===== src/rtl/weight_fetch_scheduler.sv =====
// Weight-tile fetch sequencer: walks (id, od1-pair) over a layer, issues one read per pair.
// Optional stall counter output enabled by defining WEIGHT_SCHED_STALL_CNT_EN.
module weight_fetch_scheduler #(
  parameter int unsigned TIMEOUT = 64,
  parameter int unsigned TO_W    = 7
) (
  input  logic       clk,
  input  logic       reset,
  input  logic       start_i,
  input  logic       abort_i,
  input  logic [7:0] total_od_i,
  input  logic [3:0] total_id_i,
  input  logic       pe_ready_i,
  input  logic       mem_valid_i,
  output logic [7:0] weight_od1_o,
  output logic [3:0] weight_id_o,
  output logic       rd_req_o,
  output logic [1:0] pair_mask_o,
  output logic       pe_load_o,
  output logic       busy_o,
  output logic       done_o,
  output logic       err_o
`ifdef WEIGHT_SCHED_STALL_CNT_EN
  ,
  output logic [15:0] stall_cnt_o
`endif
);

  typedef enum logic [2:0] {IDLE, ISSUE, REQ, WAIT_DATA, DONE} state_t;

  state_t          state, next_state;
  logic [7:0]      tot_od;
  logic [3:0]      tot_id;
  logic [TO_W-1:0] to_cnt;
  logic [8:0]      od_step;
  logic [7:0]      od_adv;
  logic            wrap, last_pair, accept, timed_out, start_ok, zero_size;

  function automatic logic [1:0] mask_for(input logic [7:0] od, input logic [7:0] tot);
    return (({1'b0, od} + 9'd1) >= {1'b0, tot}) ? 2'b01 : 2'b11;
  endfunction

  always_comb begin
    od_step   = {1'b0, weight_od1_o} + 9'd2;
    wrap      = od_step >= {1'b0, tot_od};
    od_adv    = wrap ? '0 : od_step[7:0];
    last_pair = wrap && (weight_id_o == (tot_id - 4'd1));
    accept    = (state == WAIT_DATA) && mem_valid_i;
    timed_out = (state == WAIT_DATA) && !mem_valid_i && (to_cnt == TO_W'(TIMEOUT));
    start_ok  = (state == IDLE) && start_i;
    zero_size = (total_od_i == '0) || (total_id_i == '0);
  end

  always_comb begin
    next_state = state;
    rd_req_o   = 1'b0;
    done_o     = 1'b0;
    busy_o     = (state != IDLE);
    case (state)
      IDLE:      if (start_i) next_state = zero_size ? DONE : ISSUE;
      ISSUE:     if (pe_ready_i) next_state = REQ;
      REQ: begin
        rd_req_o   = 1'b1;
        next_state = WAIT_DATA;
      end
      WAIT_DATA: begin
        if (mem_valid_i)    next_state = last_pair ? DONE : ISSUE;
        else if (timed_out) next_state = IDLE;
      end
      DONE: begin
        done_o     = 1'b1;
        next_state = IDLE;
      end
      default:   next_state = IDLE;
    endcase
    if (abort_i) next_state = IDLE;
  end

  always_ff @(posedge clk) begin
    if (reset) state <= IDLE;
    else       state <= next_state;
  end

  always_ff @(posedge clk) begin
    if (reset) begin
      tot_od       <= '0;
      tot_id       <= '0;
      weight_od1_o <= '0;
      weight_id_o  <= '0;
      pair_mask_o  <= '0;
      pe_load_o    <= 1'b0;
      err_o        <= 1'b0;
      to_cnt       <= '0;
    end else begin
      pe_load_o <= accept && !abort_i;
      // Counter reads 0 during REQ and k in the k-th WAIT_DATA cycle after it.
      if (state == REQ || state == WAIT_DATA) to_cnt <= to_cnt + 1'b1;
      else                                    to_cnt <= '0;
      if (!abort_i) begin
        if (start_ok) begin
          tot_od       <= total_od_i;
          tot_id       <= total_id_i;
          weight_od1_o <= '0;
          weight_id_o  <= '0;
          err_o        <= 1'b0;
          pair_mask_o  <= zero_size ? 2'b00 : mask_for('0, total_od_i);
        end else if (accept) begin
          weight_od1_o <= od_adv;
          if (wrap) weight_id_o <= weight_id_o + 4'd1;
          pair_mask_o  <= mask_for(od_adv, tot_od);
        end else if (timed_out) begin
          err_o <= 1'b1;
        end
      end
    end
  end

`ifdef WEIGHT_SCHED_STALL_CNT_EN
  always_ff @(posedge clk) begin
    if (reset) begin
      stall_cnt_o <= '0;
    end else if (start_ok && !abort_i) begin
      stall_cnt_o <= '0;
    end else if (((state == ISSUE && !pe_ready_i) || state == WAIT_DATA) && stall_cnt_o != '1) begin
      stall_cnt_o <= stall_cnt_o + 16'd1;
    end
  end
`endif

endmodule


===== config.mk =====
export PLATFORM = sky130hd
export DESIGN_NAME = weight_fetch_scheduler
export DESIGN_NICKNAME = d
export VERILOG_FILES = /design/src/rtl/weight_fetch_scheduler.sv
export SDC_FILE = /design/constraint.sdc
export NUM_CORES = 1
export LEC_CHECK = 0
export ABC_CLOCK_PERIOD_IN_PS = 5400
export CAP_MARGIN = 10
export CORE_MARGIN = 5
export CORE_UTILIZATION = 44
export CTS_CLUSTER_SIZE = 30
export DETAILED_ROUTE_END_ITERATION = 6
export GPL_ROUTABILITY_DRIVEN = 0
export GPL_TIMING_DRIVEN = 0
export PLACE_DENSITY = 0.67
export SYNTH_ARGS = -nofsm -noshare
export SYNTH_HDL_FRONTEND = slang
export SYNTH_SLANG_ARGS = --single-unit

===== constraint.sdc =====
create_clock -name clk -period 5.4 [get_ports clk]
set_input_delay 1.08 -clock clk [delete_from_list [all_inputs] [get_ports clk]]
set_output_delay 1.08 -clock clk [all_outputs]
set_load 0.01 [all_outputs]

# After elaboration in Yosys (flattened, before gate mapping)
# Index checks and enable logic that the tools add are counted.
op_classes:
  addsub: 5
  n_lt_le_gt_ge: 3
  eq_ne: 10
  muxes: 23
  n_bitwise: 2
  reduce_logical: 24
op_table:
  columns: ["op", "n"]
  rows:
  - ["two-way mux 8 bit", 3]
  - ["greater-or-equal comparator 9 x 8 -> 1 bit", 2]
  - ["two-way mux 3 bit", 6]
  - ["two-way mux 4 bit", 3]
  - ["case mux 3 bit (4 select lines)", 1]
  - ["two-way mux 2 bit", 5]
  - ["adder 8 x 1 -> 9 bit, second input constant", 1]
  - ["adder 8 x 2 -> 9 bit, second input constant", 1]
  - ["AND reduction 3 bit", 3]
  - ["greater-or-equal comparator 1 x 8 -> 1 bit, first input constant", 1]
  - ["logical NOT 8 bit", 1]
  - ["adder 7 x 1 -> 7 bit, second input constant", 1]
  - ["== test 7 bit, second input constant", 1]
  - ["== test 3 x 2 -> 1 bit, second input constant", 2]
  - ["logical AND 1 bit", 6]
  - ["nonzero test 2 bit", 3]
  - ["two-way mux 1 bit", 5]
  - ["adder 4 x 1 -> 4 bit, second input constant", 1]
  - ["== test 4 bit", 1]
  - ["logical NOT 4 bit", 1]
  - ["inequality test 2 bit, second input constant", 2]
  - ["AND reduction 2 bit", 2]
  - ["OR reduction 2 bit", 2]
  - ["subtractor 4 x 1 -> 4 bit, second input constant", 1]
  - ["other kinds (9)", 12]
word_totals:
  regBits: 38
  inputBits: 18
  wordCells: 76

# Depth between registers and ports, before layout
logic_depth:
  ltp_word: 8
  depth_mapped: 22
  mapped_depth_nobuf: 22

# Least setup slack after synthesis
# Ideal clock, no wire load.
synth_path:
  path_kind: "register -> register"
  from: "register weight_od1_o[1]"
  to: "register pair_mask_o[1]"
  arrival_time_ns: 4.362
  path_slack_ns: 0.950
  path_stages_with_launch: 22
  path_buffers: 1
  path_cell_list: "dfxtp_1 > ha_1 > nand3_1 > nor2_1 > xnor2_1 > inv_1 > ha_1 > and3_1 > a221o_1 > a41oi_2 > buf_4 > and2_1 > ha_1 > nand4b_1 > o21ai_0 > a21oi_1 > nor3b_1 > ha_1 > nor2b_1 > o21ai_0 > a41oi_1 > a311oi_2"
synth_between:
  elab_chain_len: 8
synth_lines:
  columns: ["element", "line", "rtl"]
  rows:
  - ["from (decl)", "15", "output logic [7:0] weight_od1_o,"]
  - ["from (signal assigned)", "108", "weight_od1_o <= od_adv;"]
  - ["adder 8 x 2 -> 9 bit (*)", "44", "od_step = {1'b0, weight_od1_o} + 9'd2;"]
  - ["greater-or-equal comparator 9 x 8 -> 1 bit", "45", "wrap = od_step >= {1'b0, tot_od};"]
  - ["two-way mux 8 bit (*)", "46", "od_adv = wrap ? '0 : od_step[7:0];"]
  - ["adder 8 x 1 -> 9 bit (*)", "40", "return (({1'b0, od} + 9'd1) >= {1'b0, tot}) ? 2'b01 : 2'b11;"]
  - ["greater-or-equal comparator 9 x 8 -> 1 bit (*)", "40", null]
  - ["two-way mux 2 bit (*)", "40", null]
  - ["two-way mux 2 bit (*)", "107", "end else if (accept) begin"]
  - ["two-way mux 2 bit (*)", "100", "if (start_ok) begin"]
  - ["to (signal assigned)", "106", "pair_mask_o <= zero_size ? 2'b00 : mask_for('0, total_od_i);"]
  - ["to (signal assigned)", "110", "pair_mask_o <= mask_for(od_adv, tot_od);"]
  - ["to (decl)", "18", "output logic [1:0] pair_mask_o,"]
# Mark *: on every way between the ends. The rest lies on a longest branch, timed or not. The select of a mux whose other input is x is not followed.
# A chain may end at the register's enable or synchronous reset.

# Worst setup path in the final report
# Ends and elaborated chain as after synthesis.

==> results.yml <==
status:
  status: "complete, no violations"
finish:
  final_common_cell: "nor2_1"
  final_cell_mix: "41 x nor2_1, 38 x dfxtp_1, 35 x clkdlybuf4s50_1"
  area_delta_synth_final_pct: 22.08
  utilization: 0.5524
  multi_input_area_sq_um: 1577
  fin_area_sq_um: 3023
  antennaDiodeCount: 0
  finish.net_count: 375
  regArea_sq_um: 760.7
  layout-drive-gt1-share: 0.08333
  nFillCells: 537
place:
  io_buffers: 35
  place_ws_ns: 0.1897
  dpl.hpwl_mm: 4.424
  placed_area_sq_um: 2917
setup_path:
  crit_type: "reg -> reg"
  crit_fanout: 7
  r2r_slack_ns: 0.43
  cp_data_required_time_ns: 5.62
  start_kind: "register"
  end_kind: "register"
  cp.arrival_ns: 5.19
drt:
  drc: 0
  avgViaCountPerCell: 5.245
  drt_iter0_markers: 93
  routedWlPerCell_um: 13.95
  dr.pass1.iters: 4
  vias: 2140
  drt-total-wl_mm: 5.693
  ant_nets: 0
floorplan:
  row_count: 27
  die_area_sq_um: 7228
  io_pins: 37
  start_util: 0.4524
  die_x_um: 85.02
  die_y_um: 85.02
  core_region_area_sq_um: 5473
yosys:
  synth_cells: 293
  synth_warnings: 0
  synth_compound_area_frac: 0.1319
  syn_nets: 333
  synth-edff-count: 0
  synth_xor_area_frac: 0.07074
  syn_area_sq_um: 2476
  synth.area.mux_share: 0.06721
  yosysSeqAreaShare: 0.3072
  synth.distinct_cells: 57
  avgSynthCellArea_sq_um: 8.451
  yosys_most_used_dff: "dfxtp_1"
  synth_fa_ha_area_frac: 0.1112
  synth-simple-area-share: 0.2496
  synthArstFlopShare: 0
  synth_top_family_by_area: "simple AND/OR/NAND/NOR gates"
  synth-seq-cells: 38
power:
  power_density_nw_per_um2: 198.4
  power_mw: 0.5996
  leakagePower_nw: 1.160
  peakVddDrop_v: 0.0001132
timing:
  fin_tns_setup_ns: 0
  grt_setup_unrepaired: "false"
  skew_ns: 0.01032
  finalMaxSlewViolations: 0
  fin_crit_sh: 0.9209
  worstMarginPinSlew_ns: 0.5589
  setup_slack_ns: 0.4272
  hold_viol_final: 0
  slew_headroom: 0.6245
  final-setup-viol-count: 0
  period_needed_ns: 4.973
  max_freq_ghz: 0.2011
grt:
  grt_max_degree: 12
  antenna_found_initial: 0
  grt_most_used_layer: "met2"
  met1_usage: 0.2301
  gr-usage-met3: 0.03204
  grt_first_pass_wirelength_mm: 9.977
  grt_pass1_vias: 2133
  grt_usage: 0.1688
  grtUsageMet2: 0.2677
  grt-ovfl-total: 0
clock_network:
  post_cts_buffers: 0
  postCtsResizedCells: 0
  clockBufferDepth: 2
  clock_latency_ns: 0.30
  cts-htree-levels: 2
  cts_buffers: 5
  cts.clk_slew.worst_paths_ns: 0.08
  clock-sinks: 38
  cts_root_buffer: "clkbuf_8"
  cts_tree: "built"
  hold_buffers: 0
job:
  max_cap_violations: 0
min_path:
  hold_class: "reg -> reg"
layer usage:
layer	vias up	part of all wire
li1	1112	-
met1	978	0.50
met2	40	0.45
met3	10	0.037
met4	0	0.016
met5	-	0
final timing paths:
| path | from | endpoint | cells after the start |
|---|---|---|---|
| setup / recovery | weight_od1_o[1] | pair_mask_o[1] | 21 |
| hold / removal | to_cnt[0] | to_cnt[0] | 1 |
| setup reg to reg | weight_od1_o[1] | pair_mask_o[1] | 21 |
| hold reg to reg | to_cnt[0] | to_cnt[0] | 1 |
synth_stat cells (2+ instances only):
master,number,area share
o21ai_0,8,0.016
and2_1,2,0.0051
nor3b_1,3,0.0091
nand2b_1,3,0.0076
nand4_1,7,0.018
a21oi_1,11,0.022
buf_6,3,0.014
a21o_1,3,0.0091
o31ai_1,2,0.0061
ha_1,22,0.11
xor2_1,8,0.028
nand3_1,7,0.014
nor2_1,41,0.062
nand2_1,18,0.027
o21a_1,2,0.0061
a31oi_1,5,0.013
mux2i_1,14,0.057
dfxtp_1,38,0.31
nand4b_1,2,0.0071
or3_1,2,0.0051
buf_2,3,0.0061
clkbuf_1,4,0.0061
and3_1,4,0.010
nor3_1,9,0.018
nor2b_1,3,0.0076
inv_1,22,0.033
nor4_1,2,0.0051
o21ai_1,5,0.010
xnor2_1,12,0.042
kinds of logic (layout without fill, tap and decap cells):
group           Yosys count  count (layout)
compound gates           48              48
xor+xnor                 20              20
fa+ha+maj                22              22
buf+inv                  33              76
flops                    38              38
mux                      16              16
simple gates            116             116
power breakdown:
part	internal [mW]	switching, mW
Combinational	0.0483	0.0537
Clock	0.103	0.104
Sequential	0.286	0.00445
state kept, by name, indices dropped and copies added (netlist names):
register and flops:
err_o 1, pair_mask_o 2, pe_load_o 1, state 3, to_cnt 7, tot_id 4
tot_od 8, weight_id_o 4, weight_od1_o 8
through the flow:
step           instances  hold slack [ns]
3_3_place_gp         400           0.4410
5_1_grt              408           0.4933
4_1_cts              408           0.4633
2_1_floorplan        293           0.4258
3_5_place_dp         400           0.4462
6_report             408           0.4576
area by class of cell:
class,instances,area share
clock inverters,1,0.001656
inverters,22,0.02732
plain buffers,11,0.02359
multi-input cells,222,0.5215
well taps,72,0.02980
repair buffers,35,0.1159
flip-flops and latches,38,0.2517
clock buffers,7,0.02856
worst max-delay path: stages, from the launching register on:
cell	delay, ns
dfxtp_1	0.48
ha_1	0.27
nand3_1	0.19
nor2_1	0.16
xnor2_1	0.23
inv_1	0.09
ha_1	0.30
and3_1	0.23
a221o_1	0.37
a41oi_4	0.31
nand2_1	0.23
nor2_1	0.19
ha_1	0.27
nand4b_1	0.14
o21ai_2	0.24
a21oi_1	0.10
nor3b_1	0.21
ha_1	0.27
nor2b_1	0.13
o21ai_0	0.15
a41oi_1	0.15
a311oi_2	0.19
(Power assumes the default switching activity.)
